<file path="config.mk">
export PLATFORM = sky130hd
export DESIGN_NAME = alu_seq
export DESIGN_NICKNAME = d
export VERILOG_FILES = /design/src/rtl/alu_seq.sv
export SDC_FILE = /design/constraint.sdc
export NUM_CORES = 1
export LEC_CHECK = 0
export CAP_MARGIN = 20
export CORE_UTILIZATION = 30
export CTS_CLUSTER_SIZE = 12
export DETAILED_ROUTE_END_ITERATION = 16
export GPL_ROUTABILITY_DRIVEN = 0
export HOLD_SLACK_MARGIN = 0.08
export PLACE_DENSITY = 0.48
export SYNTH_ARGS = -nofsm -noshare
export SYNTH_HDL_FRONTEND = slang
export SYNTH_SLANG_ARGS = --single-unit
</file>
<file path="constraint.sdc">
create_clock -name clk -period 4.3 [get_ports clk]
set_input_delay 0.86 -clock clk [delete_from_list [all_inputs] [get_ports clk]]
set_output_delay 0.86 -clock clk [all_outputs]
set_load 0.05 [all_outputs]
</file>
<file path="src/rtl/alu_seq.sv">
// alu_seq: registered, parametrised ALU with S/Z/C/V flag register,
// valid/ready handshakes on both sides, an iterative shift-add multiplier
// and, when ALU_SEQ_DIV_EN is defined, an iterative restoring divider.
// Single-cycle ops complete on the accepting edge; MUL/DIV spend WIDTH
// cycles in BUSY and present their result from DONE.
module alu_seq #(
    parameter int WIDTH   = 16,
    parameter int SHAMT_W = $clog2(WIDTH)
) (
    input  logic               clk,
    input  logic               rst_n,
    input  logic               in_valid,
    output logic               in_ready,
    input  logic [3:0]         opcode,
    input  logic [SHAMT_W-1:0] shamt,
    input  logic [WIDTH-1:0]   in1,
    input  logic [WIDTH-1:0]   in2,
    input  logic               flush,
    output logic               out_valid,
    input  logic               out_ready,
    output logic [WIDTH-1:0]   result,
    output logic [WIDTH-1:0]   rem,
    output logic               wb_en,
    output logic               S,
    output logic               Z,
    output logic               C,
    output logic               V,
    output logic               hlt
);

    localparam logic [1:0] S_IDLE = 2'd0;
    localparam logic [1:0] S_BUSY = 2'd1;
    localparam logic [1:0] S_DONE = 2'd2;

    localparam logic [SHAMT_W:0]   W_E       = (SHAMT_W+1)'(WIDTH);
    localparam logic [SHAMT_W-1:0] LAST_ITER = {SHAMT_W{1'b1}};

    logic [1:0] state_reg;
    logic       accept;
    logic       is_multi;

    // single-cycle datapath
    logic [WIDTH:0]     add_ext, sub_ext, sll_ext, srl_ext, sra_ext;
    logic [SHAMT_W:0]   rol_back;
    logic [WIDTH-1:0]   rol_val;
    logic [WIDTH-1:0]   op_r, op_rem;
    logic               op_wb, op_wf, op_c, op_v, op_hlt;

    // multiplier state
    logic [2*WIDTH-1:0] mcand_reg, acc_reg, acc_next;
    logic [WIDTH-1:0]   mplier_reg;
    logic [SHAMT_W-1:0] iter_reg;

    // completion values for the multi-cycle ops
    logic [WIDTH-1:0]   fin_r, fin_rem;
    logic               fin_c, fin_v;

`ifdef ALU_SEQ_DIV_EN
    logic [WIDTH-1:0]   quo_reg, prem_reg, dvsr_reg;
    logic [WIDTH-1:0]   quo_next, prem_next;
    logic [WIDTH:0]     div_shift, div_diff;
    logic               is_div_reg;
`endif

    assign in_ready = (state_reg == S_IDLE) && (!out_valid || out_ready);
    // flush has priority: an op offered in the flush cycle is dropped
    assign accept   = in_valid && in_ready && !flush;

`ifdef ALU_SEQ_DIV_EN
    assign is_multi = (opcode == 4'd12) || ((opcode == 4'd13) && (in2 != '0));
`else
    assign is_multi = (opcode == 4'd12);
`endif

    // Shared shifter/adder terms; the extra bit carries the last bit shifted out
    assign add_ext  = {1'b0, in1} + {1'b0, in2};
    assign sub_ext  = {1'b0, in1} - {1'b0, in2};
    assign sll_ext  = {1'b0, in2} << shamt;
    assign srl_ext  = {in2, 1'b0} >> shamt;
    assign sra_ext  = $signed({in2, 1'b0}) >>> shamt;
    assign rol_back = W_E - {1'b0, shamt};
    assign rol_val  = (in2 << shamt) | (in2 >> rol_back);

    // Decode the single-cycle ops into result, remainder and flag updates
    always_comb begin
        op_r   = '0;
        op_rem = '0;
        op_wb  = 1'b1;
        op_wf  = 1'b1;
        op_c   = 1'b0;
        op_v   = 1'b0;
        op_hlt = 1'b0;
        case (opcode)
            4'd0: begin
                op_r = add_ext[WIDTH-1:0];
                op_c = add_ext[WIDTH];
                op_v = (in1[WIDTH-1] == in2[WIDTH-1]) && (add_ext[WIDTH-1] != in1[WIDTH-1]);
            end
            4'd1, 4'd5: begin
                op_r  = sub_ext[WIDTH-1:0];
                op_c  = sub_ext[WIDTH];
                op_v  = (in1[WIDTH-1] != in2[WIDTH-1]) && (sub_ext[WIDTH-1] != in1[WIDTH-1]);
                op_wb = (opcode == 4'd1);
            end
            4'd2:  op_r = in1 & in2;
            4'd3:  op_r = in1 | in2;
            4'd4:  op_r = in1 ^ in2;
            4'd6:  op_r = in2;
            4'd8: begin
                op_r = sll_ext[WIDTH-1:0];
                op_c = sll_ext[WIDTH];
            end
            4'd9:  op_r = rol_val;
            4'd10: begin
                op_r = srl_ext[WIDTH:1];
                op_c = srl_ext[0];
            end
            4'd11: begin
                op_r = sra_ext[WIDTH:1];
                op_c = sra_ext[0];
            end
`ifdef ALU_SEQ_DIV_EN
            4'd13: begin
                // only the zero-divisor case completes here
                op_r   = '1;
                op_rem = in1;
                op_v   = 1'b1;
            end
`else
            4'd13: begin
                op_wb = 1'b0;
                op_wf = 1'b0;
            end
`endif
            4'd15: begin
                op_wb  = 1'b0;
                op_wf  = 1'b0;
                op_hlt = 1'b1;
            end
            4'd12: begin
                // handled by the iterative path
                op_wf = 1'b0;
            end
            default: begin
                // 7 and 14 are no-ops
                op_wb = 1'b0;
                op_wf = 1'b0;
            end
        endcase
    end

    // Next-iteration values; the final iteration feeds the result directly
    always_comb begin
        acc_next = acc_reg + (mplier_reg[0] ? mcand_reg : '0);
`ifdef ALU_SEQ_DIV_EN
        div_shift = {prem_reg, quo_reg[WIDTH-1]};
        div_diff  = div_shift - {1'b0, dvsr_reg};
        if (!div_diff[WIDTH]) begin
            prem_next = div_diff[WIDTH-1:0];
            quo_next  = {quo_reg[WIDTH-2:0], 1'b1};
        end else begin
            prem_next = div_shift[WIDTH-1:0];
            quo_next  = {quo_reg[WIDTH-2:0], 1'b0};
        end
`endif
        fin_r   = acc_next[WIDTH-1:0];
        fin_rem = '0;
        fin_c   = |acc_next[2*WIDTH-1:WIDTH];
        fin_v   = 1'b0;
`ifdef ALU_SEQ_DIV_EN
        if (is_div_reg) begin
            fin_r   = quo_next;
            fin_rem = prem_next;
            fin_c   = 1'b0;
        end
`endif
    end

    // Iterative datapath: load on accept, one bit per BUSY cycle
    always_ff @(posedge clk or negedge rst_n) begin
        if (!rst_n) begin
            mcand_reg  <= '0;
            acc_reg    <= '0;
            mplier_reg <= '0;
            iter_reg   <= '0;
`ifdef ALU_SEQ_DIV_EN
            quo_reg    <= '0;
            prem_reg   <= '0;
            dvsr_reg   <= '0;
            is_div_reg <= 1'b0;
`endif
        end else if (accept && is_multi) begin
            mcand_reg  <= {{WIDTH{1'b0}}, in1};
            acc_reg    <= '0;
            mplier_reg <= in2;
            iter_reg   <= '0;
`ifdef ALU_SEQ_DIV_EN
            quo_reg    <= in1;
            prem_reg   <= '0;
            dvsr_reg   <= in2;
            is_div_reg <= (opcode == 4'd13);
`endif
        end else if (state_reg == S_BUSY) begin
            acc_reg    <= acc_next;
            mcand_reg  <= mcand_reg << 1;
            mplier_reg <= mplier_reg >> 1;
            iter_reg   <= iter_reg + 1'b1;
`ifdef ALU_SEQ_DIV_EN
            quo_reg    <= quo_next;
            prem_reg   <= prem_next;
`endif
        end
    end

    // Control FSM, output registers and flag register
    always_ff @(posedge clk or negedge rst_n) begin
        if (!rst_n) begin
            state_reg <= S_IDLE;
            out_valid <= 1'b0;
            result    <= '0;
            rem       <= '0;
            wb_en     <= 1'b0;
            S         <= 1'b0;
            Z         <= 1'b0;
            C         <= 1'b0;
            V         <= 1'b0;
            hlt       <= 1'b0;
        end else if (flush) begin
            state_reg <= S_IDLE;
            out_valid <= 1'b0;
        end else begin
            case (state_reg)
                S_IDLE: begin
                    if (accept) begin
                        if (is_multi) begin
                            state_reg <= S_BUSY;
                            out_valid <= 1'b0;
                        end else begin
                            out_valid <= 1'b1;
                            result    <= op_r;
                            rem       <= op_rem;
                            wb_en     <= op_wb;
                            if (op_wf) begin
                                S <= op_r[WIDTH-1];
                                Z <= (op_r == '0);
                                C <= op_c;
                                V <= op_v;
                            end
                            if (op_hlt) begin
                                hlt <= 1'b1;
                            end
                        end
                    end else if (out_valid && out_ready) begin
                        out_valid <= 1'b0;
                    end
                end
                S_BUSY: begin
                    if (iter_reg == LAST_ITER) begin
                        state_reg <= S_DONE;
                        out_valid <= 1'b1;
                        result    <= fin_r;
                        rem       <= fin_rem;
                        wb_en     <= 1'b1;
                        S         <= fin_r[WIDTH-1];
                        Z         <= (fin_r == '0);
                        C         <= fin_c;
                        V         <= fin_v;
                    end
                end
                S_DONE: begin
                    if (out_ready) begin
                        state_reg <= S_IDLE;
                        out_valid <= 1'b0;
                    end
                end
                default: begin
                    state_reg <= S_IDLE;
                    out_valid <= 1'b0;
                end
            endcase
        end
    end

endmodule

</file>
# Word-level counts from Yosys, hierarchy flattened

Index checks and enable logic that the tools add are counted.

Bits in registers: 125
Input port bits: 45
Output and inout port bits: 40
Logic and storage cells: 142

Add/subtract/negate cells: 5
Equal/unequal tests: 28
Shift operators: 5
Mux-type cells: 59
Bitwise gates (word level): 6
Reductions and logical operators: 25

Operators with widths:

| cell               | count |
|---|---|
| $mux 32            | 5 |
| $pmux 16 s10       | 1 |
| $mux 16            | 8 |
| $pmux 16 s2        | 2 |
| $add 32x32->32     | 1 |
| $logic_not 16->1   | 2 |
| $or 16x16->16      | 2 |
| $eq 4x4->1 const B | 7 |
| $mux 1             | 26 |
| $add 16x16->17     | 1 |
| $shl 16x4->17      | 1 |
| $shr 17x4->17      | 1 |
| $sshr 17x4->17     | 1 |
| $sub 16x16->17     | 1 |
| $and 16x16->16     | 1 |
| $reduce_or 16->1   | 1 |
| $shl 16x4->16      | 1 |
| $shr 16x5->16      | 1 |
| $xor 16x16->16     | 1 |
| $pmux 1 s2         | 7 |
| $eq 4x3->1 const B | 3 |
| $reduce_or 11->1   | 1 |
| $mux 2             | 5 |
| $reduce_and 5->1   | 2 |
| other kinds (29)   | 46 |

# Depth between registers and ports, before layout

Depth after elaboration: 9
Mapped depth: 15
Mapped depth without buffers: 14

# Worst setup path after synthesis

Ideal clock, no wire load.

Path kind: input -> register
From: input shamt[0]
To: register Z
Setup time: 76 ps
Data arrival time: 3970 ps
Data required time: 4224 ps
Setup slack: 254 ps
Stages on the path: 15
Cells stage by stage: buf_4 > inv_2 > buf_2 > ha_1 > clkbuf_1 > mux2i_1 > mux2i_1 > a21oi_1 > nor2_1 > a311o_1 > nor3_1 > o21ai_0 > or3_1 > or4_1 > o21ai_1

Word-level cells in the longest chain between the ends: 9
Elaborated cells between the ends (all ways): 13

RTL lines:

| what                 | RTL line | text |
|---|---|---|
| from (decl)          | 15       | `input logic [SHAMT_W-1:0] shamt,` |
| $sub 5x4->5          | 81       | `assign rol_back = W_E - {1'b0, shamt};` |
| $shr 16x5->16        | 82       | `assign rol_val = (in2 << shamt) \| (in2 >> rol_back);` |
| $or 16x16->16        | 82       |  |
| $pmux 16 s10 (*)     | 93       | `case (opcode)` |
| $logic_not 16->1 (*) | 245      | `Z <= (op_r == '0);` |
| $mux 1 (*)           | 243      | `if (op_wf) begin` |
| $mux 1 (*)           | 235      | `if (is_multi) begin` |
| $mux 1 (*)           | 234      | `if (accept) begin` |
| $pmux 1 s2 (*)       | 232      | `case (state_reg)` |
| to (signal assigned) | 245      |  |
| to (signal assigned) | 265      | `Z <= (fin_r == '0);` |
| to (decl)            | 25       | `output logic Z,` |

Every way passes the cells marked *; elsewhere a longest branch is shown, timed or not. The select of a mux whose other input is x is not followed.
A chain may end at the register's enable or synchronous reset.

# Worst setup path in the final report

From: input in2[1]
To: register Z

Word-level cells in the longest chain between the ends: 8
Elaborated cells between the ends (all ways): 17

RTL lines:

| what                                                   | RTL line | text |
|---|---|---|
| from (decl)                                            | 17       | `input logic [WIDTH-1:0] in2,` |
| branches (longest 2 deep; another with $sub 16x16->17) | -        |  |
| $pmux 16 s10 (*)                                       | 93       |  |
| $logic_not 16->1 (*)                                   | 245      |  |
| $mux 1 (*)                                             | 243      |  |
| $mux 1 (*)                                             | 235      |  |
| $mux 1 (*)                                             | 234      |  |
| $pmux 1 s2 (*)                                         | 232      |  |

Mark *: on every way between the ends. The select of a mux whose other input is x is not followed.

==> results.py <==
metrics = {
    "status": {
        "status": "finished, final reports clean",
    },
    "synth": {
        "synth_top_family_by_area": "compound AO/OA/AOI/OAI gates",
        "synth_warnings": 0,
        "avgSynthCellArea_sq_um": 7.99,
        "synth_cell_type_count": 90,
        "synth_edf_count": 0,
        "yosys.area_share.simple_pct": 20.4,
        "yosys_most_used_dff": "dfrtp_1",
        "netlist_instances": 1490,
        "synth_xor_area_share_pct": 2.80,
        "synth-seq-cells": 109,
        "synth_area_leaders": "dfrtp_1, ha_1, nand2_1, mux4_2, o21ai_0",
        "ys_top_cells_by_count": "nand2_1, nor2_1, dfrtp_1",
        "synth_mux_area_share_pct": 11.6,
        "synth_fa_ha_area_share_pct": 9.33,
        "synth_top_area_share_pct": 22.9,
        "yosysSeqAreaShare_pct": 22.9,
        "synth_compound_area_share_pct": 24.9,
        "ys_async_sr_fraction_pct": 100,
        "syn-cell-area_sq_um": 11900,
        "synth_most_common_cell": "nand2_1",
        "synth_area_leader_cell": "dfrtp_1",
    },
    "sta": {
        "fin_crit_ps": 4120,
        "tightest_slew_ps": 931,
        "fmax_mhz": 243,
        "rsz0062_at_grt": "false",
        "setup_slack_ps": 179,
        "setup_violations": 0,
        "finClkSkew_ps": 12.8,
        "final_hold_viol_count": 0,
        "fin_crit_sh_pct": 95.8,
        "drv_slew": 0,
        "relSlewSlack_pct": 38.0,
    },
    "global_route": {
        "grt_first_pass_wirelength_um": 70700,
        "grt_max_degree": 82,
        "track_usage_pct": 22.4,
        "antenna_found_initial": 0,
        "overflow": 0,
        "grt_pass1_vias": 11800,
    },
    "drt": {
        "dr.first_iter.drc_count": 992,
        "drtAntennaViolNets": 0,
        "wl_per_cell_um": 21.1,
        "vias": 12100,
        "firstDrtPassIters": 5,
        "via_per_inst": 5.59,
        "drc": 0,
        "wl_um": 45800,
    },
    "die": {
        "die_h_um": 201,
        "rows": 72,
        "core-area_sq_um": 38900,
        "die_width_um": 201,
        "io_pins": 85,
        "initial_utilization_pct": 30.6,
        "dieArea_sq_um": 40500,
    },
    "clock_tree": {
        "worstSkewPairLatency_ps": 370,
        "post_cts_resized": 0,
        "path_clk_slew_ps": 80,
        "clock-sinks": 109,
        "post_cts_buffers": 0,
        "cts_tree": "built",
        "cts_made_buffers": 9,
        "ctsHoldBuffers": 0,
        "cts.htree.levels": 3,
        "clock-root-buffer": "clkbuf_16",
        "clockBufferDepth": 2,
    },
    "setup_path": {
        "timing.rr.end": "C",
        "cp-end-kind": "flop",
        "path_class": "input pin to flop",
        "path_max_fanout": 4,
        "r2r_slack_ps": 360,
        "cp.required_ps": 4590,
        "r2r_start": "mplier_reg[0]",
        "rr_worst_depth": 13,
        "start_kind": "input pin",
        "arrival_ps": 4410,
    },
    "power": {
        "p_leak_nw": 6.49,
        "power_density_nw_per_um2": 356,
        "vdd_ir_drop_max_mv": 0.229,
    },
    "run": {
        "cap_violations": 0,
    },
    "place": {
        "portBuffers": 68,
        "hpwl_um": 35500,
        "dp_slack_ps": -252,
    },
    "cells_and_area": {
        "nNetsFinal": 1775,
        "drive_gt1_share_pct": 17.8,
        "syn2layout_area_growth_pct": 21.4,
        "diodes": 0,
        "final_core_util_pct": 37.1,
        "fill_cells": 4116,
    },
    "min_path": {
        "hp-class": "input pin to asynchronous set/reset pin",
    },
}
==> report_power, final <==
part | leakage [nW] | internal [mW] | switching [mW]
registers | 1.37 | 1.39 | 0.255
logic | 4.97 | 1.07 | 1.58
clock network | 0.141 | 0.407 | 0.436
total | 6.49 | 2.87 | 2.27
==> cell families (layout without fill, tap and decap cells) <==
group	Yosys count	after routing
simple gates	524	524
compound gates	442	442
buf+inv	200	343
flops	109	109
mux	89	89
fa+ha+maj	87	87
xor+xnor	38	38
other cells	1	16
==> final cells by class <==
| type | instances | area, sq um | share of cell area, % |
|---|---|---|---|
| clock buffers | 9 | 225 | 1.56 |
| clock inverters | 7 | 66.3 | 0.459 |
| inverters | 71 | 267 | 1.84 |
| multi-input cells | 1196 | 8370 | 57.9 |
| flip-flops and latches | 109 | 2730 | 18.9 |
| well taps | 518 | 648 | 4.49 |
| repair buffers | 256 | 2140 | 14.8 |
==> critical path, stage by stage <==
cell and delay (ps):
clkdlybuf4s50_1 530, inv_1 140, buf_4 170, ha_1 190
or2_2 290, o221ai_1 430, a211oi_2 190, nor3_1 270
o221a_2 220, o21ai_0 110, or3_1 370, or4_1 480
o21ai_1 150
==> placed cells by master, fill, tap and decap left out, types with 7 or more instances in the layout <==
master	n
inv_1	70
and3_1	7
o32ai_1	7
buf_4	184
mux2_2	11
conb_1	16
a211oi_1	20
o211ai_1	22
dfrtp_1	108
clkdlybuf4s50_1	65
nand2b_1	15
mux2i_1	41
o21a_1	8
nand2_1	227
o2111ai_1	8
nor4_1	7
clkbuf_16	9
a31oi_1	13
ha_1	84
nor2_1	114
mux4_2	34
a21o_1	23
nor3_1	21
xnor2_1	24
and2_1	38
a21oi_1	91
o22ai_1	19
a31o_2	7
nand3_1	24
a221oi_1	8
xor2_1	14
nor2b_1	14
a22oi_1	37
or3_1	7
o21ai_0	93
==> layer usage <==
| metal | global-route usage, % | wire length, um | up-vias |
|---|---|---|---|
| li1 | - | - | 5679 |
| met1 | 31.0 | 21100 | 5906 |
| met2 | 35.8 | 20600 | 442 |
| met3 | 2.85 | 2500 | 86 |
| met4 | 7.77 | 1590 | 0 |
| met5 | 0 | 0 | - |
==> worst max-delay path by stage <==
stage	endpoint	start	cells after the start	slack (ps)
final	Z	in2[1]	13	180
after global placement	Z	in1[0]	15	-130
after global routing	Z	in1[0]	15	4
after detailed placement	Z	in1[2]	15	-250
after CTS	C	mplier_reg[0]	15	9
after floorplan	Z	shamt[0]	15	250
==> per-stage QoR <==
step	TNS [ps]	cell area (sq um)	instances	power [mW]	hold WS [ps]
floorplan	0	12000	1505	3.36	446
global placement	-150	14100	2150	4.23	459
detailed placement	-469	14100	2150	4.26	465
CTS	0	14400	2166	5.13	471
global route	0	14500	2166	5.52	482
finish	0	14500	2166	5.14	458
Note: power is estimated with default switching activity, not from simulation.
